File: config.mk
export PLATFORM = sky130hd
export DESIGN_NAME = oam_dma_ctrl_flat
export DESIGN_NICKNAME = d
export VERILOG_FILES = /design/src/rtl/oam_dma_ctrl_if.sv /design/src/rtl/oam_dma_ctrl.sv /design/src/flat_wrapper.sv
export SDC_FILE = /design/constraint.sdc
export NUM_CORES = 1
export LEC_CHECK = 0
export CAP_MARGIN = 20
export CORE_AREA = 10 10 109 111
export CTS_CLUSTER_SIZE = 24
export DETAILED_ROUTE_END_ITERATION = 7
export DIE_AREA = 0 0 119 121
export PLACE_DENSITY = 0.67
export SLEW_MARGIN = 0
export SYNTH_ARGS = -nofsm -noshare
export SYNTH_HDL_FRONTEND = slang
export SYNTH_SLANG_ARGS = --single-unit
File: constraint.sdc
create_clock -name clk -period 2.45 [get_ports clk]
set_input_delay 0.3675 -clock clk [delete_from_list [all_inputs] [get_ports clk]]
set_output_delay 0.3675 -clock clk [all_outputs]
set_load 0.02 [all_outputs]
File: src/rtl/oam_dma_ctrl_if.sv
// Bus bundle between the OAM DMA engine and its surroundings: the CPU-side
// trigger, the data-memory read port and the OAM write port.
//
// Handshake semantics: start is a single-cycle request. It is accepted only
// when busy is low, and src_addr is sampled in that same cycle. busy rises on
// the following cycle and stays high until done has pulsed. mem_rd_data must
// be valid exactly one cycle after mem_rd_en is high. The OAM side is a
// write-only port with no back-pressure: oam_wr_en high means oam_addr and
// oam_wr_data are written in that cycle.
interface oam_dma_ctrl_if #(
  parameter int DATA_AW = 12,
  parameter int DATA_W  = 32,
  parameter int OAM_AW  = 8
);
  logic               start;
  logic [DATA_AW-1:0] src_addr;
  logic               busy;
  logic               mem_rd_en;
  logic [DATA_AW-1:0] mem_addr;
  logic [DATA_W-1:0]  mem_rd_data;
  logic               oam_wr_en;
  logic [OAM_AW-1:0]  oam_addr;
  logic [DATA_W-1:0]  oam_wr_data;
  logic               done;

  // DMA engine side
  modport master (
    input  start, src_addr, mem_rd_data,
    output busy, mem_rd_en, mem_addr, oam_wr_en, oam_addr, oam_wr_data, done
  );

  // CPU / memory / OAM side
  modport slave (
    output start, src_addr, mem_rd_data,
    input  busy, mem_rd_en, mem_addr, oam_wr_en, oam_addr, oam_wr_data, done
  );
endinterface

File: src/rtl/oam_dma_ctrl.sv
// Sprite-attribute DMA: copies XFER_LEN words from data memory into OAM.
// Reads are issued back to back; each read's data is written to OAM the
// following cycle, straight from the memory's read-data bus.
module oam_dma_ctrl #(
  parameter int DATA_AW  = 12,
  parameter int DATA_W   = 32,
  parameter int OAM_AW   = 8,
  parameter int XFER_LEN = 256
) (
  input  logic        clk,
  input  logic        rst,
  oam_dma_ctrl_if.master bus,
  output logic [1:0]  dbg_state
);

  // The read index must be able to hold XFER_LEN itself (e.g. 256).
  localparam int IDX_W = OAM_AW + 1;
  localparam logic [IDX_W-1:0] LEN = IDX_W'(XFER_LEN);

  typedef enum logic [1:0] {
    IDLE  = 2'd0,
    READ  = 2'd1,
    DRAIN = 2'd2,
    DONE  = 2'd3
  } state_t;

  state_t             state_q, state_d;
  logic [DATA_AW-1:0] base_q, base_d;
  logic [IDX_W-1:0]   rd_idx_q, rd_idx_d;
  logic [OAM_AW-1:0]  wr_idx_q, wr_idx_d;
  logic               busy_q, busy_d;
  logic               mem_rd_en_q, mem_rd_en_d;
  logic [DATA_AW-1:0] mem_addr_q, mem_addr_d;
  logic               oam_wr_en_q, oam_wr_en_d;
  logic [OAM_AW-1:0]  oam_addr_q, oam_addr_d;
  logic               done_q, done_d;

  // State and registered outputs; reset aborts any transfer in flight.
  always_ff @(posedge clk) begin
    if (rst) begin
      state_q     <= IDLE;
      base_q      <= '0;
      rd_idx_q    <= '0;
      wr_idx_q    <= '0;
      busy_q      <= 1'b0;
      mem_rd_en_q <= 1'b0;
      mem_addr_q  <= '0;
      oam_wr_en_q <= 1'b0;
      oam_addr_q  <= '0;
      done_q      <= 1'b0;
    end else begin
      state_q     <= state_d;
      base_q      <= base_d;
      rd_idx_q    <= rd_idx_d;
      wr_idx_q    <= wr_idx_d;
      busy_q      <= busy_d;
      mem_rd_en_q <= mem_rd_en_d;
      mem_addr_q  <= mem_addr_d;
      oam_wr_en_q <= oam_wr_en_d;
      oam_addr_q  <= oam_addr_d;
      done_q      <= done_d;
    end
  end

  // Next-state, read sequencing and the one-cycle-delayed write pipeline.
  always_comb begin
    state_d     = state_q;
    base_d      = base_q;
    rd_idx_d    = rd_idx_q;
    wr_idx_d    = wr_idx_q;
    mem_rd_en_d = 1'b0;
    mem_addr_d  = mem_addr_q;
    oam_wr_en_d = 1'b0;
    oam_addr_d  = oam_addr_q;

    case (state_q)
      IDLE: begin
        if (bus.start) begin
          // First read goes out directly at the base address.
          base_d      = bus.src_addr;
          mem_addr_d  = bus.src_addr;
          rd_idx_d    = IDX_W'(1);
          wr_idx_d    = '0;
          mem_rd_en_d = 1'b1;
          state_d     = READ;
        end
      end
      READ: begin
        if (rd_idx_q == LEN) begin
          state_d = DRAIN;
        end else begin
          // Address arithmetic wraps at the top of data memory.
          mem_rd_en_d = 1'b1;
          mem_addr_d  = base_q + DATA_AW'(rd_idx_q);
          rd_idx_d    = rd_idx_q + IDX_W'(1);
        end
      end
      DRAIN:   state_d = DONE;
      DONE:    state_d = IDLE;
      default: state_d = IDLE;
    endcase

    // Every read issued last cycle becomes an OAM write this cycle.
    if (mem_rd_en_q) begin
      oam_wr_en_d = 1'b1;
      oam_addr_d  = wr_idx_q;
      wr_idx_d    = wr_idx_q + OAM_AW'(1);
    end

    busy_d = (state_d != IDLE);
    done_d = (state_d == DONE);
  end

  assign bus.busy        = busy_q;
  assign bus.mem_rd_en   = mem_rd_en_q;
  assign bus.mem_addr    = mem_addr_q;
  assign bus.oam_wr_en   = oam_wr_en_q;
  assign bus.oam_addr    = oam_addr_q;
  assign bus.oam_wr_data = bus.mem_rd_data;
  assign bus.done        = done_q;
  assign dbg_state       = state_q;

endmodule

File: src/flat_wrapper.sv
// flat-port wrapper written by rule: the top's interface ports become plain ports
module oam_dma_ctrl_flat 
#(
  parameter int DATA_AW  = 12,
  parameter int DATA_W   = 32,
  parameter int OAM_AW   = 8,
  parameter int XFER_LEN = 256
)
  (clk, rst, dbg_state, bus_start, bus_src_addr, bus_mem_rd_data, bus_busy, bus_mem_rd_en, bus_mem_addr, bus_oam_wr_en, bus_oam_addr, bus_oam_wr_data, bus_done);
  oam_dma_ctrl_if #(.DATA_AW(DATA_AW), .DATA_W(DATA_W), .OAM_AW(OAM_AW)) bus_i ();
  input  logic clk;
  input  logic rst;
  output logic [1:0] dbg_state;
  input wire logic [$bits(bus_i.start)-1:0] bus_start;
  input wire logic [$bits(bus_i.src_addr)-1:0] bus_src_addr;
  input wire logic [$bits(bus_i.mem_rd_data)-1:0] bus_mem_rd_data;
  output wire logic [$bits(bus_i.busy)-1:0] bus_busy;
  output wire logic [$bits(bus_i.mem_rd_en)-1:0] bus_mem_rd_en;
  output wire logic [$bits(bus_i.mem_addr)-1:0] bus_mem_addr;
  output wire logic [$bits(bus_i.oam_wr_en)-1:0] bus_oam_wr_en;
  output wire logic [$bits(bus_i.oam_addr)-1:0] bus_oam_addr;
  output wire logic [$bits(bus_i.oam_wr_data)-1:0] bus_oam_wr_data;
  output wire logic [$bits(bus_i.done)-1:0] bus_done;
  assign bus_i.start = bus_start;
  assign bus_i.src_addr = bus_src_addr;
  assign bus_i.mem_rd_data = bus_mem_rd_data;
  assign bus_busy = bus_i.busy;
  assign bus_mem_rd_en = bus_i.mem_rd_en;
  assign bus_mem_addr = bus_i.mem_addr;
  assign bus_oam_wr_en = bus_i.oam_wr_en;
  assign bus_oam_addr = bus_i.oam_addr;
  assign bus_oam_wr_data = bus_i.oam_wr_data;
  assign bus_done = bus_i.done;
  oam_dma_ctrl #(.DATA_AW(DATA_AW), .DATA_W(DATA_W), .OAM_AW(OAM_AW), .XFER_LEN(XFER_LEN)) u_core (.clk(clk), .rst(rst), .bus(bus_i), .dbg_state(dbg_state));
endmodule
==> out/metrics.cfg <==
[status]
outcome=finished clean

[grt]
track_usage=0.09417
grt_start_max_net_pins=26
antenna_found_initial=0
overflow=0
grt_pass1_vias=2279
grt_pass1_wl_um=11390

[die]
rows=36
core_area_sq_um=9639
num_io_pins=105
die_w_um=119
die_area_sq_um=14400
die_y_um=121
initial_core_util=0.2984

[sta]
drv_slew=0
slew_headroom=0.6820
rsz0062_at_grt=false
worst_pin_slew_ns=0.4764
fmax_ghz=0.4863
finClkSkew_ns=0.006322
finalHoldViolations=0
finalSetupTns_ns=0
fin_ws_ns=0.3938
setup_viol=0
period_share=0.8393
period_needed_ns=2.056

[worst_setup_path]
slowest_stage=dfxtp_1
cp_max_fo=6
reg2reg_slack_ns=0.39
r2r_cells=8
crit_required_ns=2.69
critPathKind=reg2reg
worstSetupStartpointType=flip-flop
critPathBufInv=1
cp_data_arrival_time_ns=2.30
timing.rr.end=u_core.bus.mem_addr[10]
slowest_delay_ns=0.48
reg2reg_from=u_core.rd_idx_q[1]
cp-end-kind=flip-flop
path_cells=inv_1 > fa_1 > nor2b_1 > o2111ai_1 > a21oi_1 > o21ai_0 > xor2_1 > o21ai_1
crit_family=compound AO/OA/AOI/OAI gates
startpoint=u_core.rd_idx_q[1]

[placement]
hpwl_um=5218
dp_slack_ns=0.3242
port_buffers=40
dp.cells=472
gp_congestion=0.8740

[synth]
synthArstFlopShare=0
syn_nets=396
ys_seq_area_frac=0.3828
yosys.cell_types.count=50
synth-seq-cells=55
synthCells=336
synth_edf_count=0
synth_warnings=0
synth_area_sq_um=2877
synth_flop_cell=dfxtp_1
syn_avg_cell_area_sq_um=8.561

[hold_path]
hold_class=reg2reg
hold_start=u_core.base_q[0]
whs_path_depth=2
holdPathEnd=u_core.base_q[0]

[clocking]
holdBufCountCts=0
cts_sinks=55
cts_root_buf=clkbuf_8
cts_max_path_buffers=2
numCtsBuffers=5
cts_max_level=2
cts_setup_buffers=0
clock_latency_ns=0.31
cts_resized=0
cts_tree=yes
path_clk_slew_ns=0.10

[finish]
num-nets-final=406
n_antenna_cell=0
final_cell_count_no_fill=480
syn_to_final_growth_pct=14.75
drive_above_1_share=0.07781
nFillCells=1024

[routing]
via_per_inst=4.792
vias=2300
avgRoutedWirePerCell_um=14.31
dr.pass1.iters=4
drc=0
detail-route-antenna-nets=0
drtIter0Drc=99
drt-total-wl_um=6868

[job]
drv_cap=0

[power]
leakagePower_nw=1.237
power_density_nw_per_um2=540.9
ir_drop_uv=292.6

[worst max path at each step]
stage | to | cells after the start | slack [ns]
finish | u_core.bus.mem_addr[10] | 8 | 0.39
global route | u_core.bus.mem_addr[11] | 7 | 0.19
CTS | u_core.bus.mem_addr[10] | 8 | 0.39
detailed placement | u_core.bus.mem_addr[11] | 6 | 0.32
global placement | u_core.bus.mem_addr[11] | 6 | 0.35
floorplan | u_core.bus.mem_addr[10] | 9 | 0.62
[cells by family (layout without fill, tap and decap cells)]
family	count (synthesis)	after routing	share of synthesized area
DFF	55	55	0.3828
muxes	11	11	0.03915
adders and majority gates	13	13	0.05916
and+or+nand+nor	118	118	0.2049
xor gates and xnor gates	14	14	0.04263
buffers and inverters	53	64	0.1127
AOI/OAI and AO/OA	72	72	0.1588
[final cells by class]
cell class | instances | area, sq um | share of cell area
clock buffers | 5 | 68.82 | 0.02085
clock inverters | 3 | 18.77 | 0.005686
multi-input cells | 228 | 1451 | 0.4397
well taps | 133 | 166.4 | 0.05042
inverters | 7 | 26.28 | 0.007961
flip-flops and latches | 55 | 1101 | 0.3336
repair buffers | 49 | 467.9 | 0.1418
[sequential cells by signal, summed over array words and instances (netlist names), 2 cells and up]
signal	cells
u_core.bus.mem_addr	12
u_core.bus.oam_addr	8
u_core.base_q	12
u_core.rd_idx_q	9
u_core.wr_idx_q	8
u_core.dbg_state	2
[placed cells by master (no fill, tap or decap), types with 4 or more instances in the layout]
cell	n
dfxtp_1	55
clkdlybuf4s50_1	40
nand2_1	39
nor2_1	35
a21oi_1	28
ha_1	12
nand3_1	10
mux2i_1	9
xor2_1	9
buf_4	9
o21ai_1	8
a211oi_1	7
inv_1	6
o21ai_0	6
nand2b_1	5
xnor2_1	5
nand4_1	5
clkbuf_8	5
a22oi_1	4
a22o_1	4
and3_1	4
[power breakdown]
group | internal (mW) | total, mW | switching (mW) | leakage, nW
Clock | 0.202 | 0.505 | 0.303 | 0.0483
Combinational | 0.137 | 0.311 | 0.174 | 0.740
Sequential | 0.936 | 0.970 | 0.0339 | 0.449
[cells in the mapped netlist (4+ instances only)]
cell / number / area (sq um)
a22o_1: 4 / 35.03
nor2_1: 35 / 131.4
nand2_1: 39 / 146.4
clkbuf_1: 8 / 30.03
nand2b_1: 5 / 31.28
inv_1: 6 / 22.52
xnor2_1: 5 / 43.79
ha_1: 12 / 150.1
nand3_1: 10 / 50.05
buf_2: 4 / 20.02
o21ai_1: 8 / 40.04
nand4_1: 5 / 31.28
and3_1: 4 / 25.02
xor2_1: 9 / 78.83
dfxtp_1: 55 / 1101
o21ai_0: 6 / 30.03
mux2i_1: 9 / 90.09
buf_4: 32 / 240.2
a21oi_1: 28 / 140.1
a211oi_1: 7 / 52.55
a22oi_1: 4 / 30.03
[metal layers]
layer | track usage | vias to the layer above | part of all wire
met5 | 0 | - | 0
met2 | 0.1456 | 79 | 0.45
li1 | - | 1160 | -
met4 | 0.01985 | 0 | 0.0058
met1 | 0.1222 | 1054 | 0.46
met3 | 0.03537 | 7 | 0.085
[per-stage QoR]
| stage | area (sq um) | utilization | power [mW] | hold WS, ns |
|---|---|---|---|---|
| after global routing | 3301 | 0.3424 | 1.871 | 0.5056 |
| after CTS | 3301 | 0.3424 | 1.809 | 0.4753 |
| after floorplan | 2877 | - | 1.243 | 0.4400 |
| after detailed placement | 3213 | 0.3333 | 1.304 | 0.4583 |
| final | 3301 | 0.3424 | 1.785 | 0.4752 |
| after global placement | 3213 | 0.3333 | 1.300 | 0.4503 |
[tightest hold or removal path, stage by stage, from the launching register on]
cell	delay, ns
dfxtp_1	0.33
nand2_1	0.05
a21oi_1	0.06
(Power assumes the default switching activity.)
